--- src/rtl/clock_pkg.sv ---
// Shared definitions for the digital-clock digit stages: operating modes and
// the active-low 7-segment patterns (bit order gfedcba).
package clock_pkg;

    typedef enum logic [1:0] {
        CLEAR  = 2'd0,
        RUN    = 2'd1,
        ADJUST = 2'd2
    } mode_e;

    localparam logic [6:0] SEG_0     = 7'b1000000;
    localparam logic [6:0] SEG_1     = 7'b1111001;
    localparam logic [6:0] SEG_2     = 7'b0100100;
    localparam logic [6:0] SEG_3     = 7'b0110000;
    localparam logic [6:0] SEG_4     = 7'b0011001;
    localparam logic [6:0] SEG_5     = 7'b0010010;
    localparam logic [6:0] SEG_6     = 7'b0000010;
    localparam logic [6:0] SEG_7     = 7'b1111000;
    localparam logic [6:0] SEG_8     = 7'b0000000;
    localparam logic [6:0] SEG_9     = 7'b0010000;
    localparam logic [6:0] SEG_BLANK = 7'b1111111;

    function automatic logic [6:0] seg_encode(input logic [3:0] val);
        case (val)
            4'd0:    return SEG_0;
            4'd1:    return SEG_1;
            4'd2:    return SEG_2;
            4'd3:    return SEG_3;
            4'd4:    return SEG_4;
            4'd5:    return SEG_5;
            4'd6:    return SEG_6;
            4'd7:    return SEG_7;
            4'd8:    return SEG_8;
            4'd9:    return SEG_9;
            default: return SEG_BLANK;
        endcase
    endfunction

endpackage

--- src/rtl/segundos_dezena_key_debounce.sv ---
// Pushbutton conditioner: 2-FF synchronizer, stability counter and a one-cycle
// pulse when an active-low press is accepted.
module key_debounce #(
    parameter int DEBOUNCE_CYCLES = 250000
) (
    input  logic clock,
    input  logic reset,
    input  logic key_n_i,
    output logic press_o
);
    localparam int CNT_W = $clog2(DEBOUNCE_CYCLES + 1);

    logic             sync1_q, sync2_q;
    logic             stable_q, stable_d;
    logic [CNT_W-1:0] cnt_q, cnt_d;
    logic             press_q, press_d;

    always_comb begin
        stable_d = stable_q;
        cnt_d    = '0;
        press_d  = 1'b0;
        // A mismatching sample extends the run; the DEBOUNCE_CYCLES-th one flips the level.
        if (sync2_q != stable_q) begin
            if (cnt_q == CNT_W'(DEBOUNCE_CYCLES - 1)) begin
                stable_d = ~stable_q;
                press_d  = stable_q;
            end else begin
                cnt_d = cnt_q + 1'b1;
            end
        end
    end

    always_ff @(posedge clock) begin
        if (reset) begin
            sync1_q  <= 1'b1;
            sync2_q  <= 1'b1;
            stable_q <= 1'b1;
            cnt_q    <= '0;
            press_q  <= 1'b0;
        end else begin
            sync1_q  <= key_n_i;
            sync2_q  <= sync1_q;
            stable_q <= stable_d;
            cnt_q    <= cnt_d;
            press_q  <= press_d;
        end
    end

    assign press_o = press_q;

endmodule

--- src/rtl/segundos_dezena.sv ---
// Tens-of-seconds digit: counts carry_in rising edges modulo MODULUS in RUN,
// steps on debounced presses in ADJUST, and drives an active-low 7-seg display.
module segundos_dezena
    import clock_pkg::*;
#(
    parameter int MODULUS         = 6,
    parameter int DEBOUNCE_CYCLES = 250000
) (
    input  logic       clock,
    input  logic       reset,
    input  logic       carry_in,
    input  logic       sw_ctl,
    input  logic       key_run_n,
    input  logic       key_set_n,
    output logic       carry_out,
    output logic [3:0] digit,
    output logic       a,
    output logic       b,
    output logic       c,
    output logic       d,
    output logic       e,
    output logic       f,
    output logic       g
);
    localparam logic [3:0] LAST = 4'(MODULUS - 1);

    mode_e      mode_q, mode_d;
    logic [3:0] digit_q, digit_d;
    logic       cout_q, cout_d;
    logic       cprev_q;
    logic [6:0] seg_q;
    logic       press;

    key_debounce #(.DEBOUNCE_CYCLES(DEBOUNCE_CYCLES)) u_set_key (
        .clock   (clock),
        .reset   (reset),
        .key_n_i (key_set_n),
        .press_o (press)
    );

    always_comb begin
        if (!sw_ctl)        mode_d = ADJUST;
        else if (!key_run_n) mode_d = RUN;
        else                mode_d = CLEAR;

        digit_d = digit_q;
        cout_d  = 1'b0;
        case (mode_q)
            RUN: if (carry_in && !cprev_q) begin
                if (digit_q == LAST) begin
                    digit_d = '0;
                    cout_d  = 1'b1;
                end else begin
                    digit_d = digit_q + 1'b1;
                end
            end
            // Manual stepping wraps silently: the minutes stage must not see it.
            ADJUST: if (press) digit_d = (digit_q == LAST) ? 4'd0 : digit_q + 1'b1;
            default: digit_d = '0;
        endcase
    end

    always_ff @(posedge clock) begin
        if (reset) begin
            mode_q  <= CLEAR;
            digit_q <= '0;
            cout_q  <= 1'b0;
            cprev_q <= 1'b0;
            seg_q   <= SEG_0;
        end else begin
            mode_q  <= mode_d;
            digit_q <= digit_d;
            cout_q  <= cout_d;
            cprev_q <= carry_in;
            seg_q   <= seg_encode(digit_q);
        end
    end

    assign carry_out           = cout_q;
    assign digit               = digit_q;
    assign {g, f, e, d, c, b, a} = seg_q;

endmodule
--- config.mk ---
export PLATFORM = sky130hd
export DESIGN_NAME = segundos_dezena
export DESIGN_NICKNAME = d
export VERILOG_FILES = /design/src/rtl/clock_pkg.sv /design/src/rtl/segundos_dezena_key_debounce.sv /design/src/rtl/segundos_dezena.sv
export SDC_FILE = /design/constraint.sdc
export NUM_CORES = 1
export LEC_CHECK = 0
export BUFFER_PORTS_ARGS = -buffer_cell sky130_fd_sc_hd__buf_4
export CAP_MARGIN = 40
export CORE_MARGIN = 2
export CORE_UTILIZATION = 46
export CTS_CLUSTER_DIAMETER = 50
export DETAILED_ROUTE_END_ITERATION = 10
export HOLD_SLACK_MARGIN = 0.03
export PLACE_DENSITY_LB_ADDON = 0.05
export REMOVE_ABC_BUFFERS = 1
export SYNTH_ARGS = -nofsm -noshare
export SYNTH_HDL_FRONTEND = slang
export SYNTH_SLANG_ARGS = --single-unit
--- constraint.sdc ---
create_clock -name clock -period 1.5 [get_ports clock]
set_input_delay 0.3 -clock clock [delete_from_list [all_inputs] [get_ports clock]]
set_output_delay 0.3 -clock clock [all_outputs]
set_load 0.02 [all_outputs]
# Word-level counts from Yosys, hierarchy flattened
# Memories as Yosys holds them, arrays and structs flattened. A register that Yosys moved wholly into a read port is not among the register bits.
# Cells that the tools add are included.
[classes] reduce_logical=8 mux=7 eq_ne=7 n_bitwise=6 add_sub_neg=2
[op_table] operator="$add A18 B1 Y18 const B" n=1
[op_table] operator="$eq A18 B18 Y1 const B" n=1
[op_table] operator="$mux W4" n=3
[op_table] operator="$reduce_or A3 Y1" n=3
[op_table] operator="$pmux W4 S2" n=1
[op_table] operator="$not A1 Y1" n=6
[op_table] operator="$add A4 B1 Y4 const B" n=1
[op_table] operator="$eq A4 B3 Y1 const B" n=1
[op_table] operator="$reduce_and A2 Y1" n=2
[op_table] operator="$eq A2 B1 Y1 const B" n=1
[op_table] operator="$eq A2 B2 Y1 const B" n=1
[op_table] operator="$mux W1" n=2
[op_table] operator="$mux W2" n=1
[op_table] operator="$ne A2 B1 Y1 const B" n=1
[op_table] operator="$ne A2 B2 Y1 const B" n=1
[op_table] operator="$reduce_or A2 Y1" n=1
[op_table] operator="$logic_and A1 B1 Y1" n=1
[op_table] operator="$logic_not A1 Y1" n=1
[op_table] operator="$ne A1 B1 Y1" n=1
[totals] elab_cells=41 rom_bits=112 input_bits=6 regBits=30 out_inout_bits=12 memories=1
[mem_list] memory="(no name shown)" words=16 word_bits=7 rd=1 rd_clocked_by_memory_dff=1 write_ports=0 line_no="clock_pkg.sv:24" text="case (val)"

# Depth between registers and ports, before layout
# Gate-level depths: netlist (run 1).
[logic_depth] word_depth=4 depth_mapped=6

# Hierarchy
# From an unflattened synthesis (run 1), not the netlist that was laid out.
[hier_totals] cells_unflattened=191 area_unflattened_um2=1707.9
[by_module_without_submodules] mod="key_debounce" cells_each=108 area_per_inst_um2=967.2 seq_area_each_um2=440.4 n_inst=1
[by_module_without_submodules] mod="segundos_dezena" cells_each=83 area_per_inst_um2=740.7 seq_area_each_um2=300.3 n_inst=1

# Least setup slack after synthesis (run 1)
# Ideal clock, no wire load.
[synth_timing] kind="register to register" from="register digit_q[1] (netlist: digit[1])" to="register digit_q[3] (netlist: digit[3])" path_stages_with_launch=7 path_slack_ns=-0.261 period_less_slack_ns=1.761 n_path_buf=0 t_required_ns=1.430 t_arrival_ns=1.691 cell_sequence="dfxtp_1 > inv_1 > ha_1 > and3b_2 > a2111oi_4 > nand3_1 > a21oi_1"
[synth_between] elab_chain_len=4
[synth_lines] item="start: declaration" line_no="segundos_dezena.sv:28" text="logic [3:0] digit_q, digit_d;"
[synth_lines] item="start signal: assignment" line_no="segundos_dezena.sv:72" text="digit_q <= digit_d;"
[synth_lines] item="$add A4 B1 Y4 / $eq A4 B3 Y1 (equally long branches)" line_no="segundos_dezena.sv:54, segundos_dezena.sv:58, segundos_dezena.sv:50"
[synth_lines] item="$mux W4 *" line_no="segundos_dezena.sv:50, segundos_dezena.sv:58"
[synth_lines] item="$mux W4, on equally long branches" line_no="segundos_dezena.sv:58, segundos_dezena.sv:49"
[synth_lines] item="$pmux W4 S2 *" line_no="segundos_dezena.sv:48" text="case (mode_q)"
# Every way passes the cells marked *; elsewhere a longest branch is shown, timed or not. The select of a mux whose other input is x is not followed.
# A chain may end at the register's enable or synchronous reset.

# Worst setup path in the final report (run 1)
[layout_timing] from="register u_set_key.cnt_q[8]" to="register u_set_key.cnt_q[17]"
[layout_between] elab_chain_len=2
[layout_lines] item="start: declaration" line_no="segundos_dezena_key_debounce.sv:15" text="logic [CNT_W-1:0] cnt_q, cnt_d;"
[layout_lines] item="start signal: assignment" line_no="segundos_dezena_key_debounce.sv:44" text="cnt_q <= cnt_d;"
[layout_lines] item="parallel branches: the longest is 2 deep, another holds $add A18 B1 Y18"
# Several ways; the timed one is not identified.

==> flow_results.org, run 1 <==
** Pwr
- Net Sw Power :: 0.398 mW
- VDD sags by at most 0.000469 V.
- Sw Ratio :: between 20 and 25%
- Internal power comes to 1.39 mW.
- Combinational share of power :: around 7%
- Part of the total power dissipated in sequential elements :: approximately 56%
- Total power density per cell area :: 848 nW/µm²
- Summing internal, switching and leakage power gives roughly 1.8 mW.
- Static leakage :: around 0.81 nW
- Of the total power, the clock network draws between 30 and 40%.

** Setup path
- Together, buffers and inverters on the worst path number 0.
- Slowest cell on the critical path :: sky130_fd_sc_hd__dfxtp_1
- The worst setup path is of the reg -> reg kind.
- First element of the critical path :: u_set_key.cnt_q[8]
- The signal on the critical path passes through nand4_1, nor4_4, nand4_1, a21oi_1.
- Of all nets on the critical path, the largest fanout is 6.
- Startpoint of the worst register-to-register path :: u_set_key.cnt_q[8]
- Counting stages on the worst path, the most repeated cell is sky130_fd_sc_hd__nand4_1.
- For the worst setup path, the data arrival time is 1.66 ns.
- For this run, the slowest stage of the critical path takes 0.47 ns.
- CP delay by family, top :: simple AND/OR/NAND/NOR gates
- Kind of end point of the critical path :: register
- Worst Path Required :: 1.71 ns
- STA classifies the critical path startpoint as a register.

** Logic synthesis
- The netlist uses 41 different library cells.
- After synthesis the netlist holds a flip-flop and latch count of 37.
- The synthesized design contains 0 enable-type register cells.
- The biggest area contributor in the post-synthesis netlist is sky130_fd_sc_hd__dfxtp_1.
- Yosys printed 0 warnings.
- In the post-synthesis netlist, the biggest area contributors are sky130_fd_sc_hd__dfxtp_1 44%, sky130_fd_sc_hd__xnor2_1 7.2%, sky130_fd_sc_hd__nor2_1 6.8%, sky130_fd_sc_hd__ha_1 5.9%, sky130_fd_sc_hd__nand4_1 2.6%.
- In this run the mean area of a mapped cell was 9.14 µm².
- The synthesized design devotes to its leading area cell type 43.6% of total area.
- In the synthesized netlist the dominant register cell turns out to be sky130_fd_sc_hd__dfxtp_1.
- Fraction of the yosys area taken by sequential cells :: 43.6%
- Of all flip-flops after synthesis, the portion carrying an async set or reset was 0%.
- Post-Synthesis Cell Area :: roughly 1700 µm²
- Gate count after technology mapping :: 186

** Place
- The congestion estimate from routability-driven global placement came to 0.864.
- Count of input and output buffers :: 17
- OpenSTA, run right after detailed placement, puts the worst setup slack at -0.0576 ns.
- Detailed placement ended at an HPWL of ~2400 µm.

** Clock network
- Counting the buffers created by CTS gives 5.
- Total clock sinks :: 37
- For the worst-skew pair, the clock arrives at the later sink with an insertion delay of 0.28 ns.
- Buffers inserted to repair hold after CTS numbered 0.
- TritonCTS built the clock tree.
- The H-tree was split into 2 levels.
- Counting along the longest clock path gives a buffer depth of 2.
- Clock tree root driver cell :: sky130_fd_sc_hd__clkbuf_8
- Clock edge transition at the registers on the reported setup and hold paths :: 0.07 ns

** Timing
- Worst Tran Pin Value :: 0.375 ns
- Setup repair after global routing could not meet its margin everywhere.
- On the final layout, the worst hold slack is about 0.16 ns.
- The number of slew-limit violations in the final report was 0.
- Final period utilization :: 96.3%
- Based on the critical path, the design can be clocked at up to 693 MHz.
- Finish-stage setup viols :: 0
- Max-Slew Margin vs Limit :: around 75%
- Clock skew on the completed layout was measured at 0.00403 ns.
- The final number of hold-violating endpoints is 0.
- For the final routed database, the setup TNS stands at 0 ns.
- Clock period minus final worst setup slack :: between 1 and 1.5 ns
- Worst path setup slack after routing :: 0.0560 ns

** Global routing
- The via count of the first global-routing pass was between 1000 and 1500.
- For met2 alone, demand over resource in global routing was about a third.
- Combined global-route utilization of all metal layers :: 17.7%
- After global routing the overflow that remains totals 0.
- Number of antenna violations at the first check in global routing :: 0
- The first global-routing pass estimated 5660 µm of wire.
- The global routing stage identified its most utilized layer as met2.
- Global-route met3 utilization :: 5.21%
- Maximum number of pins on one net before global-route repair :: 20
- Met1 usage :: between 10% and 20%

** Routing
- DRT Wirelength :: approximately 3400 µm
- DRC violations left :: 0
- The detail route stage leaves a number of antenna-violating nets equal to 0.
- DR vias :: 1370
- First drt pass iteration count :: 5
- Using the TritonRoute via totals, the vias-per-cell ratio works out to ~5.
- Average wire length per cell after detail routing :: 12.8 µm
- The first routing iteration left 70 violations.

** Layout
- Layout fillers :: 348
- Of the cells placed in the final design, the portion with a size suffix greater than 1 is 25.9%.
- Final core utilization :: 58.4%
- The area growth from synthesis to layout is 24.0%.
- Post-layout net count :: 233
- Inserted Diodes :: 0
- In the layout the commonest cells are 31 x sky130_fd_sc_hd__nor2_1, 31 x sky130_fd_sc_hd__dfxtp_1, 31 x sky130_fd_sc_hd__buf_4, 14 x sky130_fd_sc_hd__xnor2_1, 10 x sky130_fd_sc_hd__nand2_1.

** Run
- Total of max-cap violations :: 0

** Run status
- Status :: finished clean

** Floorplanning
- Core Rows :: 22
- Core box area :: between 3000 and 4000 µm²
- During I/O placement, the number of pins put on the boundary was 18.
- The floorplan step set the die width to approximately 65 µm.
- Vert. Die Dim :: about 65 µm
- Die area :: between 4000 and 5000 µm²
- Once the floorplan was initialized, standard cells occupied a little under half of the core.

** Worst hold path
- Hold Crit Start :: key_run_n
- Kind of path behind the tightest hold check :: in -> reg
[what timing repair did]
action	4_1_cts	5_1_grt
setup endpoints to repair	4	15
pin swaps	1	4
resized for setup	1	12
buffers inserted	0	0
[cell families (layout without fill, tap and decap cells)]
| logic type | Yosys count | in the layout | synth area share (%) |
|---|---|---|---|
| AND/OR/NAND/NOR | 86 | 86 | 27.3 |
| flip-flops | 37 | 37 | 43.6 |
| AO/OA/AOI/OAI | 25 | 25 | 10.9 |
| XOR/XNOR | 16 | 16 | 8.25 |
| buffers and inverters | 14 | 48 | 4.05 |
| adder cells (fa/ha/maj) | 8 | 8 | 5.89 |
[through the flow]
step                cells  cell area, µm²
floorplan             180            1660
global route          268            2110
global placement      260            1970
CTS                   268            2070
finish                268            2110
detailed placement    260            1970
[worst paths after layout]
check	to	cells after the start	slack, ns
max	u_set_key.cnt_q[17]	4	0.06
min	mode_q[0]	2	0.16
max reg2reg	u_set_key.cnt_q[17]	4	0.06
min reg2reg	u_set_key.sync2_q	1	0.41
[layout make-up]
| type | count | area (µm²) | share of cell area (%) |
|---|---|---|---|
| Clock buffer | 8 | 80.1 | 3.80 |
| Multi-Input combinational cell | 135 | 936 | 44.4 |
| Tap cell | 48 | 60.1 | 2.85 |
| Timing Repair Buffer | 32 | 253 | 12.0 |
| Sequential cell | 37 | 748 | 35.5 |
| Inverter | 8 | 30.0 | 1.43 |
[layer usage]
metal  wire length [µm]  vias to the layer above  share of wire, %
met5                  0                        -                 0
li1                   -                      707                 -
met3                115                        2               3.3
met2               1820                       21                53
met4                 23                        0              0.67
met1               1480                      640                43
[synthesized netlist by cell type (3+ instances only)]
cell type / count
sky130_fd_sc_hd__a21oi_1: 8
sky130_fd_sc_hd__dfxtp_1: 37
sky130_fd_sc_hd__ha_1: 8
sky130_fd_sc_hd__inv_1: 8
sky130_fd_sc_hd__nand2_1: 10
sky130_fd_sc_hd__nand3_1: 8
sky130_fd_sc_hd__nand4_1: 7
sky130_fd_sc_hd__nor2_1: 31
sky130_fd_sc_hd__nor2b_1: 3
sky130_fd_sc_hd__nor3_1: 8
sky130_fd_sc_hd__nor4_1: 3
sky130_fd_sc_hd__o21ai_0: 5
sky130_fd_sc_hd__xnor2_1: 14
[flip-flops by register name, summed over array words and instances, names as in the netlist]
signal / flops
digit: 4
carry_out: 1
u_set_key.sync2_q: 1
u_set_key.cnt_q: 18
cprev_q: 1
mode_q: 2
u_set_key.sync1_q: 1
u_set_key.press_o: 1
u_set_key.stable_q: 1
seg_q: 7
[power groups by stage]
| stage | combinational [mW] | sequential [mW] | clock, mW |
|---|---|---|---|
| finish | 0.125 | 1.01 | 0.655 |
| detailed placement | 0.118 | 1.03 | 0 |
| global route | 0.138 | 1.01 | 0.730 |
| CTS | 0.124 | 1.00 | 0.677 |
| global placement | 0.116 | 1.03 | 0 |
| floorplan | 0.0548 | 1.04 | 0 |
No activity file was read; power rests on OpenSTA's default activity.
==> run 2, diff against run 1 <==
- ABC_AREA: default -> 1
==> flow_results.org, run 2 <==
** Run status
- The flow ran to the end, and the final reports show no timing, DRC or antenna violations.

** Logic synthesis
- In this run, synthesis inferred 0 flip-flops with an integrated enable.
- Synthesis inferred 37 register bits.
- The synthesized design spends more area on one cell type than any other, namely sky130_fd_sc_hd__dfxtp_1.
- Post-Synthesis Cell Area :: 1780 µm²
- Fraction of post-synthesis cell area in the top cell type by area :: 41.7%
- A synthesized cell averages 7.70 µm².
- By instance count, the leading cell after synthesis is sky130_fd_sc_hd__nand2_1.
- After synthesis, flip-flops and latches occupy 41.7% of the total area.
- Count of different cell masters after synthesis :: 27
- The commonest cells after synthesis are 52 x sky130_fd_sc_hd__nand2_1, 37 x sky130_fd_sc_hd__dfxtp_1, 27 x sky130_fd_sc_hd__inv_1, 27 x sky130_fd_sc_hd__nor2_1, 16 x sky130_fd_sc_hd__a21oi_1.
- Synth Flop Type :: sky130_fd_sc_hd__dfxtp_1
- Of all flip-flops after synthesis, the portion carrying an async set or reset was 0%.
- During synthesis, Yosys emitted a total of 0 warnings.
- Synthesis handed over a netlist of 231 instances.
- By area the synthesized netlist is led by sky130_fd_sc_hd__dfxtp_1 42%, sky130_fd_sc_hd__nand2_1 11%, sky130_fd_sc_hd__inv_1 5.7%, sky130_fd_sc_hd__nor2_1 5.7%, sky130_fd_sc_hd__ha_1 5.6%.

** Clock network
- After clock tree synthesis, the flow added hold-fix buffers numbering 0.
- Clock Latency Late Sink :: 0.28 ns
- Clock tree from TritonCTS :: yes
- Setup Buffers After CTS :: 0
- Clock edge transition at the registers on the reported setup and hold paths :: 0.07 ns
- H-tree Lvls :: 2
- # resized after CTS :: 0
- In this run the deepest clock path goes through 2 buffers.
- Total clock sinks :: 37
- Clock tree root driver cell :: sky130_fd_sc_hd__clkbuf_8
- TritonCTS Buffers :: 5

** Routing
- The routed design has 3240 µm of wire.
- DRC violations left :: 0
- First drt pass iteration count :: 4
- After detailed routing, the number of vias per cell comes to about 4.7.
- Post-DRT Antenna Nets :: 0
- Average wire length per cell after detail routing :: 10.6 µm
- For this block, the via count after detailed routing is between 1000 and 1500.
- First DRT Iteration DRCs :: slightly below 80

** Pwr
- Net Sw Power :: 0.423 mW
- Part of the total power dissipated in sequential elements :: 50.1%
- Power spread over the standard cell area amounts to 957 nW/µm².
- Clk network pwr share :: around 44%
- Combinational share of power :: 6.3%
- VDD sags by at most 0.000612 V.
- The analysis attributes to cell leakage a power of 0.775 nW.
- Net switching is a little over a fifth of the power.
- Internal power :: 1.59 mW

** Place
- During placement, the flow inserted port buffers numbering 17.
- The wire-length estimate of the detail-placed layout is 2450 µm.
- Post-Place Setup Slack :: 0.0547 ns
- Once placement completed, the tool counted placed cells totaling 299.
- At the end of routability-driven placement, the weighted congestion stood at approximately 0.85.

** Floorplanning
- The floorplan has 22 rows.
- Starting density of the core :: 48.2%
- In this run the vertical extent of the chip is ~66 µm.
- Pin placement for this block handled 18 I/O pins.
- The core region is 3690 µm².
- Width of the die :: 66.2 µm
- Die area :: 4380 µm²

** Layout
- Post-layout net count :: 272
- Max reg flops :: 18
- Leaving out fill and tap cells, the most frequent cell in the layout is sky130_fd_sc_hd__nand2_1.
- Relative to the synthesized area, the layout overhead comes to 18.6%.
- The top cell types in the final layout, fill and taps aside, are 52 x sky130_fd_sc_hd__nand2_1, 37 x sky130_fd_sc_hd__dfxtp_1, 27 x sky130_fd_sc_hd__inv_1, 27 x sky130_fd_sc_hd__nor2_1, 22 x sky130_fd_sc_hd__buf_4.
- Inserted Diodes :: 0
- Once layout is complete, the cells apart from fillers number 307.
- Register with the most flip-flops :: u_set_key.cnt_q
- Share of post-route cells with drive strength above 1 :: 19.7%
- Fill cells in the final layout number 364.

** Setup path
- Startpoint kind of the worst setup timing path :: register
- Number of buffer and inverter instances along the worst setup path :: 0
- Slowest cell on the critical path :: sky130_fd_sc_hd__dfxtp_1
- Count of cells along the worst register-to-register path :: 6
- Crit path largest cell delay :: 0.35 ns
- The endpoint identified for the worst register-to-register timing path is u_set_key.cnt_q[11].
- The kind of cell with the highest combined delay along the critical path is simple AND/OR/NAND/NOR gates.
- Kind of critical path :: reg -> reg
- Crit path depth :: 6
- First element of the critical path :: u_set_key.cnt_q[1]
- In this run the critical register-to-register path is launched from u_set_key.cnt_q[1].
- Critical path cell sequence :: ha_1, nand3_4, nor3_4, nand3_2, nand2_8, a21oi_1
- For the worst setup path, the data arrival time is 1.56 ns.
- Critical Path Sink :: u_set_key.cnt_q[11]
- Crit Path Max Fanout :: 18
- STA classifies the critical path endpoint as a register.
- At the worst endpoint, the required time is 1.67 ns.
- Setup slack of the most critical reg-to-reg path :: 0.11 ns

** Global routing
- For this run the aggregate overflow at the end of global routing stands at 0.
- Number of antenna violations at the first check in global routing :: 0
- Entering global routing, the biggest net connects 19 pins.
- The first global-routing pass estimated 5750 µm of wire.
- Across every metal layer, demand over resource in global routing totals 17.0%.
- Vias in the first global route :: 1317

** Timing
- Fmax :: 718 MHz
- Hold Violations, Final :: 0
- At the pin with the least slew margin, the transition time is ~0.39 ns.
- Sum of negative setup slack :: 0 ns
- The worst path meets setup with 0.108 ns of slack.
- RSZ-0062 raised after global routing :: no
- Total count of max-transition violations in the final report :: 0
- Finish-stage setup viols :: 0
- The worst path in the final design needs a cycle of 1.39 ns, including I/O delays and setup.
- Measured against its own limit, the worst slew margin works out to 74.1%.
- Final period utilization :: 92.8%
- Max Clock Skew :: 0.00380 ns

** Run
- Total of max-cap violations :: 0

** Worst hold path
- The tightest min-delay check is of the in -> reg type.
## run 2: final cells by class
| class | count | area [µm²] | share of cell area (%) |
|---|---|---|---|
| inverter | 27 | 101 | 4.81 |
| multi-input combinational | 165 | 921 | 43.7 |
| sequential | 37 | 741 | 35.1 |
| timing repair buffer | 22 | 165 | 7.83 |
| tap | 48 | 60.1 | 2.85 |
| clock buffer | 6 | 82.6 | 3.92 |
| clock inverter | 2 | 37.5 | 1.78 |
## run 2: logic make-up (layout without fill, tap and decap cells)
family / count (synthesis) / count (layout) / share of synthesized area, %
xor gates and xnor gates: 11 / 11 / 5.42
AOI/OAI and AO/OA: 22 / 22 / 6.47
and+or+nand+nor: 124 / 124 / 33.8
DFF: 37 / 37 / 41.7
adders and majority gates: 8 / 8 / 5.63
buffers and inverters: 29 / 57 / 7.04
## run 2: layer usage
layer  wire (µm)  global-route usage (%)  share of wire [%]  up-vias
li1            -                       -                  -      783
met1        1750                    24.7                 54      643
met2        1330                    24.3                 41       26
met3         143                    4.09                4.4        2
met4          23                    6.12               0.71        0
met5           0                       0                  0        -
## run 2: power groups by stage
| stage | combinational, mW | clock (mW) | sequential, mW |
|---|---|---|---|
| after global placement | 0.125 | 0 | 1.03 |
| after floorplan | 0.0592 | 0 | 1.05 |
| after detailed placement | 0.126 | 0 | 1.03 |
| final | 0.126 | 0.881 | 1.01 |
| after CTS | 0.126 | 0.910 | 1.01 |
| after global routing | 0.144 | 0.955 | 1.01 |
## run 2: worst min path at each step
stage	to	start	depth (start not counted)	slack, ns
6_report	mode_q[0]	key_run_n	2	0.16
2_1_floorplan	mode_q[1]	sw_ctl	1	0.37
3_3_place_gp	u_set_key.sync2_q	u_set_key.sync1_q	1	0.39
3_5_place_dp	u_set_key.sync2_q	u_set_key.sync1_q	1	0.40
4_1_cts	mode_q[0]	key_run_n	2	0.15
5_1_grt	mode_q[1]	sw_ctl	2	0.16
## run 2: through the flow
stage / hold slack [ns] / utilization (%) / cell area [µm²] / power (mW)
global route: 0.158 / 57.2 / 2110 / 2.11
CTS: 0.150 / 56.9 / 2100 / 2.05
detailed placement: 0.399 / 53.7 / 1980 / 1.16
floorplan: 0.367 / - / 1750 / 1.11
finish: 0.164 / 57.2 / 2110 / 2.02
global placement: 0.391 / 53.7 / 1980 / 1.16
==> run 3, diff against run 2 <==
--- a/config.mk
+++ b/config.mk
@@ -11,4 +11,5 @@
 export CORE_MARGIN = 2
 export CORE_UTILIZATION = 46
+export CTS_BUF_LIST = sky130_fd_sc_hd__clkbuf_16
 export CTS_CLUSTER_DIAMETER = 50
 export DETAILED_ROUTE_END_ITERATION = 10
==> constraint.sdc (replaced) <==
create_clock -name clock -period 1.5 [get_ports clock]
set_input_delay 0.225 -clock clock [delete_from_list [all_inputs] [get_ports clock]]
set_output_delay 0.225 -clock clock [all_outputs]
set_load 0.1 [all_outputs]
==> flow_results.org, run 3 (same netlist as run 2, synthesis figures left out) <==
** Run status
- The run finished with clean final reports.

** Layout
- From synthesis to final layout, the design area changed by 21.2%.
- The register with the most flip-flops in the layout has 18 of them.
- Ranked by flip-flop count, first place goes to u_set_key.cnt_q.
- The repair_antennas step left the layout with diodes totalling 0.
- Leading cell types in the layout, fill and taps excluded :: 52 x sky130_fd_sc_hd__nand2_1, 37 x sky130_fd_sc_hd__dfxtp_1, 27 x sky130_fd_sc_hd__inv_1, 27 x sky130_fd_sc_hd__nor2_1, 22 x sky130_fd_sc_hd__buf_4
- The post-route netlist has 19.3% of its cells at a drive strength greater than 1.
- Area occupied by multi-input gates :: approximately 900 µm²
- Layout Cells excl Fill :: ~310
- Post-layout net count :: 272
- Seq. cell area :: 741 µm²
- Layout fillers :: about 350
- Leaving out fill and tap cells, the most frequent cell in the layout is sky130_fd_sc_hd__nand2_1.

** Setup path
- STA puts the critical path data arrival time at 1.55 ns.
- The critical path goes through ha_1, nand3_4, nor3_4, nand3_2, nand2_8, a21oi_1.
- STA classifies the critical path startpoint as a register.
- Crit path largest cell delay :: 0.34 ns
- On the critical path, the stage with the largest delay is an instance of sky130_fd_sc_hd__dfxtp_1.
- Along the worst path, the maximum fanout reaches 18.
- Worst Path Required :: 1.66 ns
- The worst setup path is captured at a register.
- Kind of critical path :: reg -> reg

** Global routing
- Vias in the first global route :: approximately 1300
- Leftover overflow at the end of global routing :: 0
- Entering global routing, the biggest net connects 19 pins.
- Number of antenna violations at the first check in global routing :: 0
- The first global-routing pass estimated 5810 µm of wire.
- In the global route stage, overall resource usage came out at 17.6%.

** Pwr
- Part of the total power dissipated in sequential elements :: 42.7%
- VDD IR-drop max :: 0.000588 V
- In this run the static leakage power is 0.795 nW.
- Net Sw Power :: 0.535 mW
- Sw Ratio :: 22.6%
- Combinational share of power :: slightly above 8%
- Internal power :: 1.83 mW
- The clock network is responsible for approximately half of the overall power.
- Dividing total power by cell area gives a power density of 1100 nW/µm².

** Clock network
- TritonCTS Buffers :: 5
- The longest clock path from root to sink contains 2 buffers.
- The tree built by TritonCTS fans out to 37 sinks.
- Buffers inserted to repair hold after CTS numbered 0.
- Clock Latency Late Sink :: 0.28 ns
- Clock-pin slew was measured on the worst setup and hold paths at 0.05 ns.
- The number of setup buffers added after CTS is 0.
- Clock tree root driver cell :: sky130_fd_sc_hd__clkbuf_16
- Clock tree from TritonCTS :: yes
- After clock tree synthesis, the repair step resized 0 gates.
- H-tree Lvls :: 2

** Timing
- Sum of negative setup slack :: 0 ns
- Headroom to the max-slew limit came out at 74.2%.
- Total count of max-transition violations in the final report :: 0
- Worst Tran Pin Value :: 0.385 ns
- Setup repair after global routing left no endpoint under its margin.
- The final number of hold-violating endpoints was 0.
- Fmax :: 721 MHz
- Between clock sinks in the finished design, the worst skew comes to roughly 0.0034 ns.
- Setup violations remaining at the end of the flow were counted as 0.
- Final period utilization :: 92.4%
- Clock period minus final worst setup slack :: around 1.4 ns

** Routing
- Average wire length per cell after detail routing :: 10.7 µm
- The first TritonRoute pass finished after 4 iterations.
- DRC violations left :: 0
- Detailed-route vias per instance :: 4.75
- Post-DRT Antenna Nets :: 0
- DRT Wirelength :: 3290 µm
- First DRT Iteration DRCs :: 73
- DR vias :: around 1500

** Floorplanning
- I/O pin count :: 18
- Vert. Die Dim :: 66.2 µm
- For this configuration, the core starts out at a cell density of 48.2%.
- Core Rows :: 22
- Core box area :: 3690 µm²
- The floorplan step defined a die boundary enclosing 4380 µm².
- Width of the die :: ~66 µm

** Place
- Detailed placement finished with a half-perimeter wire length of 2450 µm.
- Once placement completed, the tool counted placed cells totaling 299.
- Routability-driven placement congestion ratio :: between 0.8 and 0.9
- Port buffering added 17 buffers.

** Run
- Total of max-cap violations :: 0

** Worst hold path
- Kind of path behind the tightest hold check :: in -> reg
[run 3: cell count changes in the layout (fill, tap and decap cells not counted)]
cell | previous run | this run
sky130_fd_sc_hd__clkbuf_8 | 6 | 0
sky130_fd_sc_hd__clkbuf_16 | 0 | 5
sky130_fd_sc_hd__clkinv_1 | 0 | 1
[run 3: layer usage]
| layer | track usage, % | vias to the layer above | wire length, µm |
|---|---|---|---|
| li1 | - | 784 | - |
| met1 | 24.8 | 643 | 1740 |
| met2 | 24.4 | 27 | 1360 |
| met3 | 6.13 | 5 | 165 |
| met4 | 6.89 | 0 | 32 |
| met5 | 0 | - | 0 |
[run 3: power by group through the flow]
stage | registers [mW] | logic [mW] | clock network [mW]
2_1_floorplan | 1.11 | 0.0594 | 0
3_3_place_gp | 1.03 | 0.192 | 0
3_5_place_dp | 1.03 | 0.192 | 0
4_1_cts | 1.01 | 0.192 | 1.19
5_1_grt | 1.01 | 0.211 | 1.24
6_report | 1.01 | 0.192 | 1.16
[run 3: worst max-delay path, delay by kind of cell, from the launching register on]
family / cells / cell delay (ns)
AOI/OAI and AO/OA: 1 / 0.06
adders and majority gates: 1 / 0.23
and+or+nand+nor: 4 / 0.64
DFF: 1 / 0.34
[run 3: worst paths after layout]
path | start | end | slack (ns) | depth (start not counted)
min reg2reg | u_set_key.sync1_q | u_set_key.sync2_q | 0.41 | 1
max | u_set_key.cnt_q[1] | u_set_key.cnt_q[14] | 0.11 | 6
min | key_run_n | mode_q[0] | 0.09 | 2
max reg2reg | u_set_key.cnt_q[1] | u_set_key.cnt_q[14] | 0.11 | 6
[run 3: stage by stage]
| stage | setup WS, ns | util, % | cell area, µm² | total power, mW | hold WS, ns |
|---|---|---|---|---|---|
| 4_1_cts | 0.0448 | 58.2 | 2150 | 2.40 | 0.0864 |
| 3_3_place_gp | 0.0981 | 53.7 | 1980 | 1.22 | 0.383 |
| 5_1_grt | 0.0185 | 58.4 | 2150 | 2.46 | 0.0955 |
| 3_5_place_dp | 0.0547 | 53.7 | 1980 | 1.22 | 0.385 |
| 2_1_floorplan | -0.484 | - | 1750 | 1.17 | 0.292 |
| 6_report | 0.114 | 58.4 | 2150 | 2.37 | 0.0919 |
[run 3: final cells by class]
type                            instances  share of cell area [%]
Timing Repair Buffer                   22                    7.67
Clock buffer                            5                    5.81
Sequential cell                        37                    34.4
Inverter                               27                    4.70
Clock inverter                          3                    1.92
Multi-Input combinational cell        165                    42.7
Tap cell                               48                    2.79
